==> src/rtl/hilo_commit.sv <==
// HI/LO commit pipeline: carries HI/LO-writing results from EX through MEM and WB shadow
// stages, commits them at WB, and forwards the youngest pending value back to EX.
module hilo_commit #(
  parameter int unsigned W = 32
) (
  input  logic           clk,
  input  logic           rst,
  input  logic           ex_valid,
  input  logic           ex_hi_we,
  input  logic           ex_lo_we,
  input  logic [2*W-1:0] ex_ans,
  input  logic           en,
  input  logic           flush,
  output logic [W-1:0]   hi_o,
  output logic [W-1:0]   lo_o,
  output logic [W-1:0]   arch_hi,
  output logic [W-1:0]   arch_lo,
  output logic           pending
);

  logic         m_v_q, m_v_d, m_hwe_q, m_hwe_d, m_lwe_q, m_lwe_d;
  logic [W-1:0] m_hi_q, m_hi_d, m_lo_q, m_lo_d;
  logic         w_v_q, w_v_d, w_hwe_q, w_hwe_d, w_lwe_q, w_lwe_d;
  logic [W-1:0] w_hi_q, w_hi_d, w_lo_q, w_lo_d;
  logic [W-1:0] arch_hi_q, arch_hi_d, arch_lo_q, arch_lo_d;
  logic         commit;

  // WB is older than any faulting MEM instruction, so it retires on a flush too.
  assign commit = en | flush;

  always_comb begin
    m_v_d     = m_v_q;
    m_hwe_d   = m_hwe_q;
    m_lwe_d   = m_lwe_q;
    m_hi_d    = m_hi_q;
    m_lo_d    = m_lo_q;
    w_v_d     = w_v_q;
    w_hwe_d   = w_hwe_q;
    w_lwe_d   = w_lwe_q;
    w_hi_d    = w_hi_q;
    w_lo_d    = w_lo_q;
    arch_hi_d = arch_hi_q;
    arch_lo_d = arch_lo_q;

    if (commit && w_v_q && w_hwe_q) arch_hi_d = w_hi_q;
    if (commit && w_v_q && w_lwe_q) arch_lo_d = w_lo_q;

    if (flush) begin
      m_v_d = 1'b0;
      w_v_d = 1'b0;
    end else if (en) begin
      w_v_d   = m_v_q;
      w_hwe_d = m_hwe_q;
      w_lwe_d = m_lwe_q;
      w_hi_d  = m_hi_q;
      w_lo_d  = m_lo_q;
      // Data captured unconditionally; only the enables are qualified by ex_valid.
      m_v_d   = ex_valid & (ex_hi_we | ex_lo_we);
      m_hwe_d = ex_valid & ex_hi_we;
      m_lwe_d = ex_valid & ex_lo_we;
      m_hi_d  = ex_ans[2*W-1:W];
      m_lo_d  = ex_ans[W-1:0];
    end
  end

  always_ff @(posedge clk) begin
    if (rst) begin
      m_v_q     <= 1'b0;
      m_hwe_q   <= 1'b0;
      m_lwe_q   <= 1'b0;
      m_hi_q    <= '0;
      m_lo_q    <= '0;
      w_v_q     <= 1'b0;
      w_hwe_q   <= 1'b0;
      w_lwe_q   <= 1'b0;
      w_hi_q    <= '0;
      w_lo_q    <= '0;
      arch_hi_q <= '0;
      arch_lo_q <= '0;
    end else begin
      m_v_q     <= m_v_d;
      m_hwe_q   <= m_hwe_d;
      m_lwe_q   <= m_lwe_d;
      m_hi_q    <= m_hi_d;
      m_lo_q    <= m_lo_d;
      w_v_q     <= w_v_d;
      w_hwe_q   <= w_hwe_d;
      w_lwe_q   <= w_lwe_d;
      w_hi_q    <= w_hi_d;
      w_lo_q    <= w_lo_d;
      arch_hi_q <= arch_hi_d;
      arch_lo_q <= arch_lo_d;
    end
  end

  // Forwarding reads registers only, so there is no combinational path from ex_*.
  always_comb begin
    if (m_v_q && m_hwe_q)      hi_o = m_hi_q;
    else if (w_v_q && w_hwe_q) hi_o = w_hi_q;
    else                       hi_o = arch_hi_q;

    if (m_v_q && m_lwe_q)      lo_o = m_lo_q;
    else if (w_v_q && w_lwe_q) lo_o = w_lo_q;
    else                       lo_o = arch_lo_q;
  end

  assign arch_hi = arch_hi_q;
  assign arch_lo = arch_lo_q;
  assign pending = m_v_q | w_v_q;

endmodule

==> config.mk <==
export PLATFORM = sky130hd
export DESIGN_NAME = hilo_commit
export DESIGN_NICKNAME = d
export VERILOG_FILES = /design/src/rtl/hilo_commit.sv
export SDC_FILE = /design/constraint.sdc
export NUM_CORES = 1
export LEC_CHECK = 0
export ABC_CLOCK_PERIOD_IN_PS = 2200
export CORE_UTILIZATION = 49
export DETAILED_ROUTE_END_ITERATION = 6
export PLACE_DENSITY_LB_ADDON = 0.25
export SLEW_MARGIN = 20
export SYNTH_ARGS = -nofsm -noshare
export SYNTH_HDL_FRONTEND = slang
export SYNTH_SLANG_ARGS = --single-unit
==> constraint.sdc <==
create_clock -name clk -period 2.2 [get_ports clk]
set_clock_uncertainty 0.2 [all_clocks]
set_input_delay 0.44 -clock clk [delete_from_list [all_inputs] [get_ports clk]]
set_output_delay 0.44 -clock clk [all_outputs]
set_load 0.05 [all_outputs]
==> flow_metrics.env, run 1 <==
export IMPL_drive_above_1_share_pct=19.3
export IMPL_synth_compound_area_share_pct=16.6
export IMPL_dr_pass1_iters=4
export IMPL_slew_violations=0
export IMPL_required_ps=1560
export IMPL_post_drt_via_cell_ratio=5.27
export IMPL_synth_top_family_by_area="simple AND/OR/NAND/NOR gates"
export IMPL_worstSetupStartpointType="flop"
export IMPL_synth_top_area_share_pct=48.6
export IMPL_fin_util_pct=76.3
export IMPL_syn_inst=1080
export IMPL_num_fill_cells=1146
export IMPL_grtUsageTotal_pct=26.8
export IMPL_area_growth_pct=50.2
export IMPL_hold_ws_ps=118
export IMPL_die_y_um=131
export IMPL_reg2reg_slack_ps=680
export IMPL_ff_latch_area_um2=3970
export IMPL_p_total_mw=7.30
export IMPL_synth_fa_ha_area_share_pct=0
export IMPL_rsz0062_at_grt="yes"
export IMPL_cp_max_fo=6
export IMPL_setup_tns_ps=-4620
export IMPL_ant_nets=0
export IMPL_min_path_type="in -> reg"
export IMPL_grt_antenna_before_repair=0
export IMPL_wl_per_cell_um=15.3
export IMPL_cp_cell_sequence="buf_6 > nand2_8 > buf_12 > mux2i_1 > o21ai_2 > buf_12"
export IMPL_clock_root_buffer="clkbuf_16"
export IMPL_yosys_area_top_type="dfxtp_1"
export IMPL_routed_wl_um=22800
export IMPL_cts_tree="yes"
export IMPL_h_tree_depth=4
export IMPL_post_route_period_util_pct=106
export IMPL_muxShareOfSynthArea_pct=7.98
export IMPL_place_detailed_hpwl_um=14600
export IMPL_leakage_nw=5.03
export IMPL_grt_pass1_vias=7530
export IMPL_ys_types=17
export IMPL_yosys_warnings=0
export IMPL_synth_xor_area_share_pct=0
export IMPL_io_buffers=199
export IMPL_syn_cell_area_um2=8160
export IMPL_path_clk_slew_ps=70
export IMPL_synth_nets=1151
export IMPL_clk_path_buf_depth=2
export IMPL_clock_fmax_ghz=0.428
export IMPL_dieArea_um2=17200
export IMPL_cp_arrival_ps=1690
export IMPL_coreArea_um2=16100
export IMPL_max_cap_violations=0
export IMPL_cts_hold_buffers=0
export IMPL_status="complete, but fails checks"
export IMPL_slew_headroom_pct=65.2
export IMPL_syn_avg_cell_area_um2=7.55
export IMPL_violations="setup timing"
export IMPL_place_gp_congestion=0.790
export IMPL_cp_common_cell="buf_12"
export IMPL_synthTopCellsByArea="dfxtp_1 (49%), nand2_1 (21%), a21oi_1 (12%)"
export IMPL_crit_type="reg -> out"
export IMPL_layout_nets=1333
export IMPL_period_needed_ps=2330
export IMPL_crit_path_end_kind="output port"
export IMPL_cpPeakStageDelay_ps=360
export IMPL_setup_slack_ps=-135
export IMPL_ys_seq_area_share_pct=48.6
export IMPL_finalHoldViolCount=0
export IMPL_drt_iter0_markers=489
export IMPL_via_count=7862
export IMPL_insertion_delay_ps=430
export IMPL_synth_seq_cells=198
export IMPL_power_density_nw_per_um2=596
export IMPL_grt_start_max_net_pins=95
export IMPL_gr_total_overflow=0
export IMPL_drc=0
export IMPL_grt_pass1_wl_um=36100
export IMPL_slowest_stage="dfxtp_2"
export IMPL_tightest_slew_ps=524
export IMPL_synth_simple_area_share_pct=21.6
export IMPL_die_w_um=131
export IMPL_setup_viol=62
export IMPL_row_count=46
export IMPL_clock_sinks=198
export IMPL_numCtsBuffers=17
export IMPL_ios=200
export IMPL_multiInputGateArea_um2=4100
export IMPL_antennaDiodeCount=0
export IMPL_max_vdd_ir_drop_uv=607
export IMPL_initial_core_util_pct=50.8
-- registers in the layout, summed over array words and instances, names as in the netlist --
signal / flops
w_hwe_q: 1
m_hi_q: 32
w_lwe_q: 1
w_hi_q: 32
m_lwe_q: 1
m_lo_q: 32
m_hwe_q: 1
m_v_q: 1
arch_lo: 32
arch_hi: 32
w_v_q: 1
w_lo_q: 32
-- synthesized netlist by cell type, drive strengths merged --
library cell,n
a211oi,1
o211a,2
o21ai,64
nor2b,1
or2,1
nand2,456
and2,2
buf,47
a21oi,196
o211ai,3
mux2i,65
clkbuf,39
dfxtp,198
nor3,1
nand3,2
nand2b,2
-- layout make-up --
type / count / share of cell area (%)
multi-input combinational: 796 / 33.5
sequential: 198 / 32.4
timing repair buffer: 249 / 27.0
clock buffer: 19 / 3.70
tap: 216 / 2.21
clock inverter: 13 / 1.18
-- cells by family after synthesis --
logic type	after synthesis
DFF	198
AOI/OAI and AO/OA	266
buffers and inverters	86
and+or+nand+nor	465
muxes	65
-- per-stage QoR --
step / std cells / cell area [um2] / setup slack, ps
after floorplan: 1080 / 8350 / -494
after global placement: 1451 / 11400 / 49.6
after detailed placement: 1451 / 11400 / -2.87
after CTS: 1489 / 12100 / -127
after global routing: 1491 / 12300 / -194
final: 1491 / 12300 / -135
-- routing by layer --
metal	part of all wire, %	up-vias	track usage [%]
met4	2.9	0	12.2
met1	42	3648	32.2
li1	-	3900	-
met3	5.2	55	5.66
met5	0	-	0
met2	50	259	46.1
-- path summary, 6_finish.rpt --
check,cells past startpoint,endpoint,startpoint
worst max-delay path,6,hi_o[9],w_v_q
worst min register to register,2,w_hwe_q,m_hwe_q
worst max register to register,6,arch_hi[6],w_v_q
worst min-delay path,2,w_lo_q[19],rst
-- cell usage in the layout (no fill, tap or decap), types with 2 or more instances in the layout --
cell,netlist,routed
buf_12,0,89
mux2i_2,0,6
o211a_1,2,2
dfxtp_1,198,194
o21ai_2,0,63
mux2i_1,65,59
clkbuf_8,0,2
inv_6,0,4
nand3_1,2,2
dlygate4sd2_1,0,51
bufinv_16,0,2
buf_16,0,2
clkdlybuf4s50_1,0,69
a21oi_1,196,196
clkinvlp_4,0,2
o211ai_1,3,3
nand2_2,0,2
clkbuf_16,0,19
buf_6,0,5
dfxtp_2,0,3
buf_4,18,31
nand2_1,456,450
nand2_4,0,3
clkinv_2,0,3
-- timing repair --
action	CTS	global route
pin swaps	2	3
endpoints found under the hold margin	0	0
buffers inserted	4	0
endpoints found under the setup margin	115	64
gates cloned	2	2
gates resized for setup	85	14
-- where the power goes --
part | switching (mW) | total, mW | internal [mW]
logic | 0.231 | 0.451 | 0.221
registers | 0.0581 | 3.72 | 3.66
clock network | 1.38 | 3.14 | 1.75
-- critical path: cells and delay by family, from the launching register on --
family	cells	cell delay (ps)
compound gates	1	220
buf+inv	3	460
flops	1	360
mux	1	140
simple gates	1	90
Note: power is estimated with default switching activity, not from simulation.
==> run 2, diff against run 1 <==
- ABC_AREA: not set -> 1
- ABC_CLOCK_PERIOD_IN_PS: 2200 -> 2500
- CAP_MARGIN: not set -> 15
- CORE_UTILIZATION: 49 -> 50
- clock period: 2.2 -> 2.5 ns (I/O delays scaled with it)
==> run 2 against run 1 <==
The flow now finishes without violations. Critical path depth increased by 1. Routed wire length increased by 6.1%. Via count increased by 14%. Utilization decreased by 2.8 points. Synthesized cell count increased by 30%. Non-clock buffer count decreased by 22. Clock-buffer cell count increased by 1. Sequential power decreased by 8.9%. Critical path type unchanged.
==> flow_metrics.env, run 2 <==
export IMPL_layout_nets=1638
export IMPL_leakage_nw=5.56
export IMPL_crit_type="reg -> out"
export IMPL_dr_pass1_iters=5
export IMPL_synthTopCellsByArea="dfxtp_1 (45%), nor2_1 (22%), nand2_1 (17%)"
export IMPL_coreArea_um2=16800
export IMPL_ys_seq_area_share_pct=45.4
export IMPL_insertion_delay_ps=420
export IMPL_synth_nets=1479
export IMPL_initial_core_util_pct=51.9
export IMPL_syn_inst=1408
export IMPL_async_flop_share_pct=0
export IMPL_die_y_um=134
export IMPL_num_fill_cells=1335
export IMPL_rsz0062_at_grt="no"
export IMPL_synth_fa_ha_area_share_pct=0
export IMPL_yosys_area_top_type="dfxtp_1"
export IMPL_critical_path_top_delay_family="buffers and inverters"
export IMPL_layout_commonest_cell="nor2_1"
export IMPL_synth_simple_area_share_pct=39.5
export IMPL_drt_iter0_markers=652
export IMPL_gr_total_overflow=0
export IMPL_clock_root_buffer="clkbuf_16"
export IMPL_synth_top_area_share_pct=45.4
export IMPL_power_density_nw_per_um2=549
export IMPL_h_tree_depth=4
export IMPL_row_count=47
export IMPL_cp_cell_sequence="nand2_1 > inv_2 > clkbuf_16 > nor2_1 > nand2_1 > nand2_1 > buf_12"
export IMPL_hold_ws_ps=285
export IMPL_syn_cell_area_um2=8730
export IMPL_dieArea_um2=18000
export IMPL_drive_above_1_share_pct=8.48
export IMPL_path_clk_slew_ps=70
export IMPL_clock_sinks=198
export IMPL_ys_types=14
export IMPL_synth_compound_area_share_pct=7.86
export IMPL_grt_pass1_wl_um=37700
export IMPL_synth_top_family_by_area="simple AND/OR/NAND/NOR gates"
export IMPL_max_vdd_ir_drop_uv=536
export IMPL_slowest_stage="dfxtp_1"
export IMPL_yosys_warnings=0
export IMPL_muxShareOfSynthArea_pct=0
export IMPL_cpPeakStageDelay_ps=390
export IMPL_via_count=8976
export IMPL_path_buf_inv=3
export IMPL_cp_arrival_ps=1710
export IMPL_grtUsageTotal_pct=26.0
export IMPL_io_buffers=199
export IMPL_ant_nets=0
export IMPL_fin_util_pct=73.5
export IMPL_post_route_period_util_pct=96.4
export IMPL_setup_tns_ps=0
export IMPL_place_gp_congestion=0.806
export IMPL_synth_xor_area_share_pct=0
export IMPL_tightest_slew_ps=585
export IMPL_grt_antenna_before_repair=1
export IMPL_cts_tree="yes"
export IMPL_clock_fmax_ghz=0.415
export IMPL_grt_start_max_net_pins=73
export IMPL_setup_viol=0
export IMPL_place_detailed_hpwl_um=14700
export IMPL_wl_per_cell_um=13.4
export IMPL_synth_common_cells="nor2_1 (523), nand2_1 (390), dfxtp_1 (198)"
export IMPL_synth_seq_cells=198
export IMPL_synth_edf_count=0
export IMPL_ios=200
export IMPL_post_drt_via_cell_ratio=4.98
export IMPL_synthFlopType="dfxtp_1"
export IMPL_max_cap_violations=0
export IMPL_min_path_type="reg -> reg"
export IMPL_finalHoldViolCount=0
export IMPL_placed_cell_area_um2=11700
export IMPL_slew_headroom_pct=60.9
export IMPL_cp_max_fo=32
export IMPL_area_growth_pct=41.8
export IMPL_crit_path_end_kind="output port"
export IMPL_numCtsBuffers=17
export IMPL_grt_pass1_vias=7889
export IMPL_postLayoutCellArea_um2=12400
export IMPL_die_w_um=134
export IMPL_cts_hold_buffers=0
export IMPL_clk_path_buf_depth=2
export IMPL_cp_common_cell="nand2_1"
export IMPL_worstSetupStartpointType="flop"
export IMPL_syn_avg_cell_area_um2=6.20
export IMPL_routed_wl_um=24200
export IMPL_slew_violations=0
export IMPL_synth_most_common_cell="nor2_1"
export IMPL_status="completed"
export IMPL_period_needed_ps=2410
export IMPL_required_ps=1800
export IMPL_final_cell_mix="nor2_1 (521), nand2_1 (387), dfxtp_1 (197)"
export IMPL_drc=0
==> run 2: cell count changes in the layout (fill, tap and decap cells not counted), sizes merged, moves of 4 or more <==
cell / before / now
mux2i: 65 / 0
nor2: 0 / 524
buf: 127 / 87
inv: 5 / 70
nand2: 456 / 390
o21ai: 64 / 134
clkdlybuf4s50: 69 / 134
dlygate4sd2: 51 / 1
a21oi: 196 / 3
clkbuf: 21 / 25
==> run 2: report_power, final <==
group / switching [mW] / internal [mW]
logic: 0.459 / 0.363
clock network: 1.18 / 1.40
registers: 0.0905 / 3.30
total: 1.72 / 5.06
==> run 2: timing repair <==
action                                  4_1_cts  5_1_grt
endpoints found under the setup margin        6       45
resized for setup                             2        5
cloned                                        0        5
pin swaps                                     0        0
setup buffers                                 0        2
==> run 2: per-stage QoR <==
stage	power (mW)	cells	setup slack, ps
global route	7.06	1801	0.0530
floorplan	3.91	1408	544
detailed placement	4.27	1761	279
finish	6.78	1801	91.2
global placement	4.25	1761	316
CTS	6.82	1793	19.2
==> run 2: final cells by class <==
class | instances | area, um2 | area share [%]
Antenna cell | 1 | 2.50 | 0.0202
Clock buffer | 20 | 447 | 3.61
Clock inverter | 12 | 105 | 0.850
Inverter | 70 | 270 | 2.18
Multi-Input combinational cell | 1053 | 4160 | 33.6
Sequential cell | 198 | 3970 | 32.1
Tap cell | 220 | 275 | 2.23
Timing Repair Buffer | 227 | 3150 | 25.4
==> run 2: per-layer routing <==
| layer | vias to the layer above | track usage, % | wire length [um] |
|---|---|---|---|
| li1 | 4567 | - | - |
| met1 | 4063 | 33.5 | 10200 |
| met2 | 316 | 43.4 | 12000 |
| met3 | 30 | 5.06 | 1530 |
| met4 | 0 | 9.05 | 371 |
| met5 | - | 0 | 0 |
==> run 2: cells by family (layout without fill, tap and decap cells) <==
family / Yosys count / in the layout
buffers and inverters: 157 / 329
other: 0 / 1
AND/OR/NAND/NOR: 916 / 916
AO/OA/AOI/OAI: 137 / 137
flip-flops: 198 / 198
==> run 2: path summary, 6_finish.rpt <==
check	start	endpoint	slack, ps	cells past startpoint
worst min-delay path	w_hi_q[7]	w_hi_q[7]	280	2
worst max register to register	w_v_q	arch_lo[23]	840	6
worst min register to register	w_hi_q[7]	w_hi_q[7]	280	2
worst max-delay path	m_v_q	lo_o[5]	90	7
==> run 2: worst reg2reg max path, cell delays in order (launching register included) <==
cell and delay [ps]:
dfxtp_2 380, nand2_4 110, clkbuf_16 240, nor2_2 190, buf_12 220, nor2_1 100, nor2_1 150
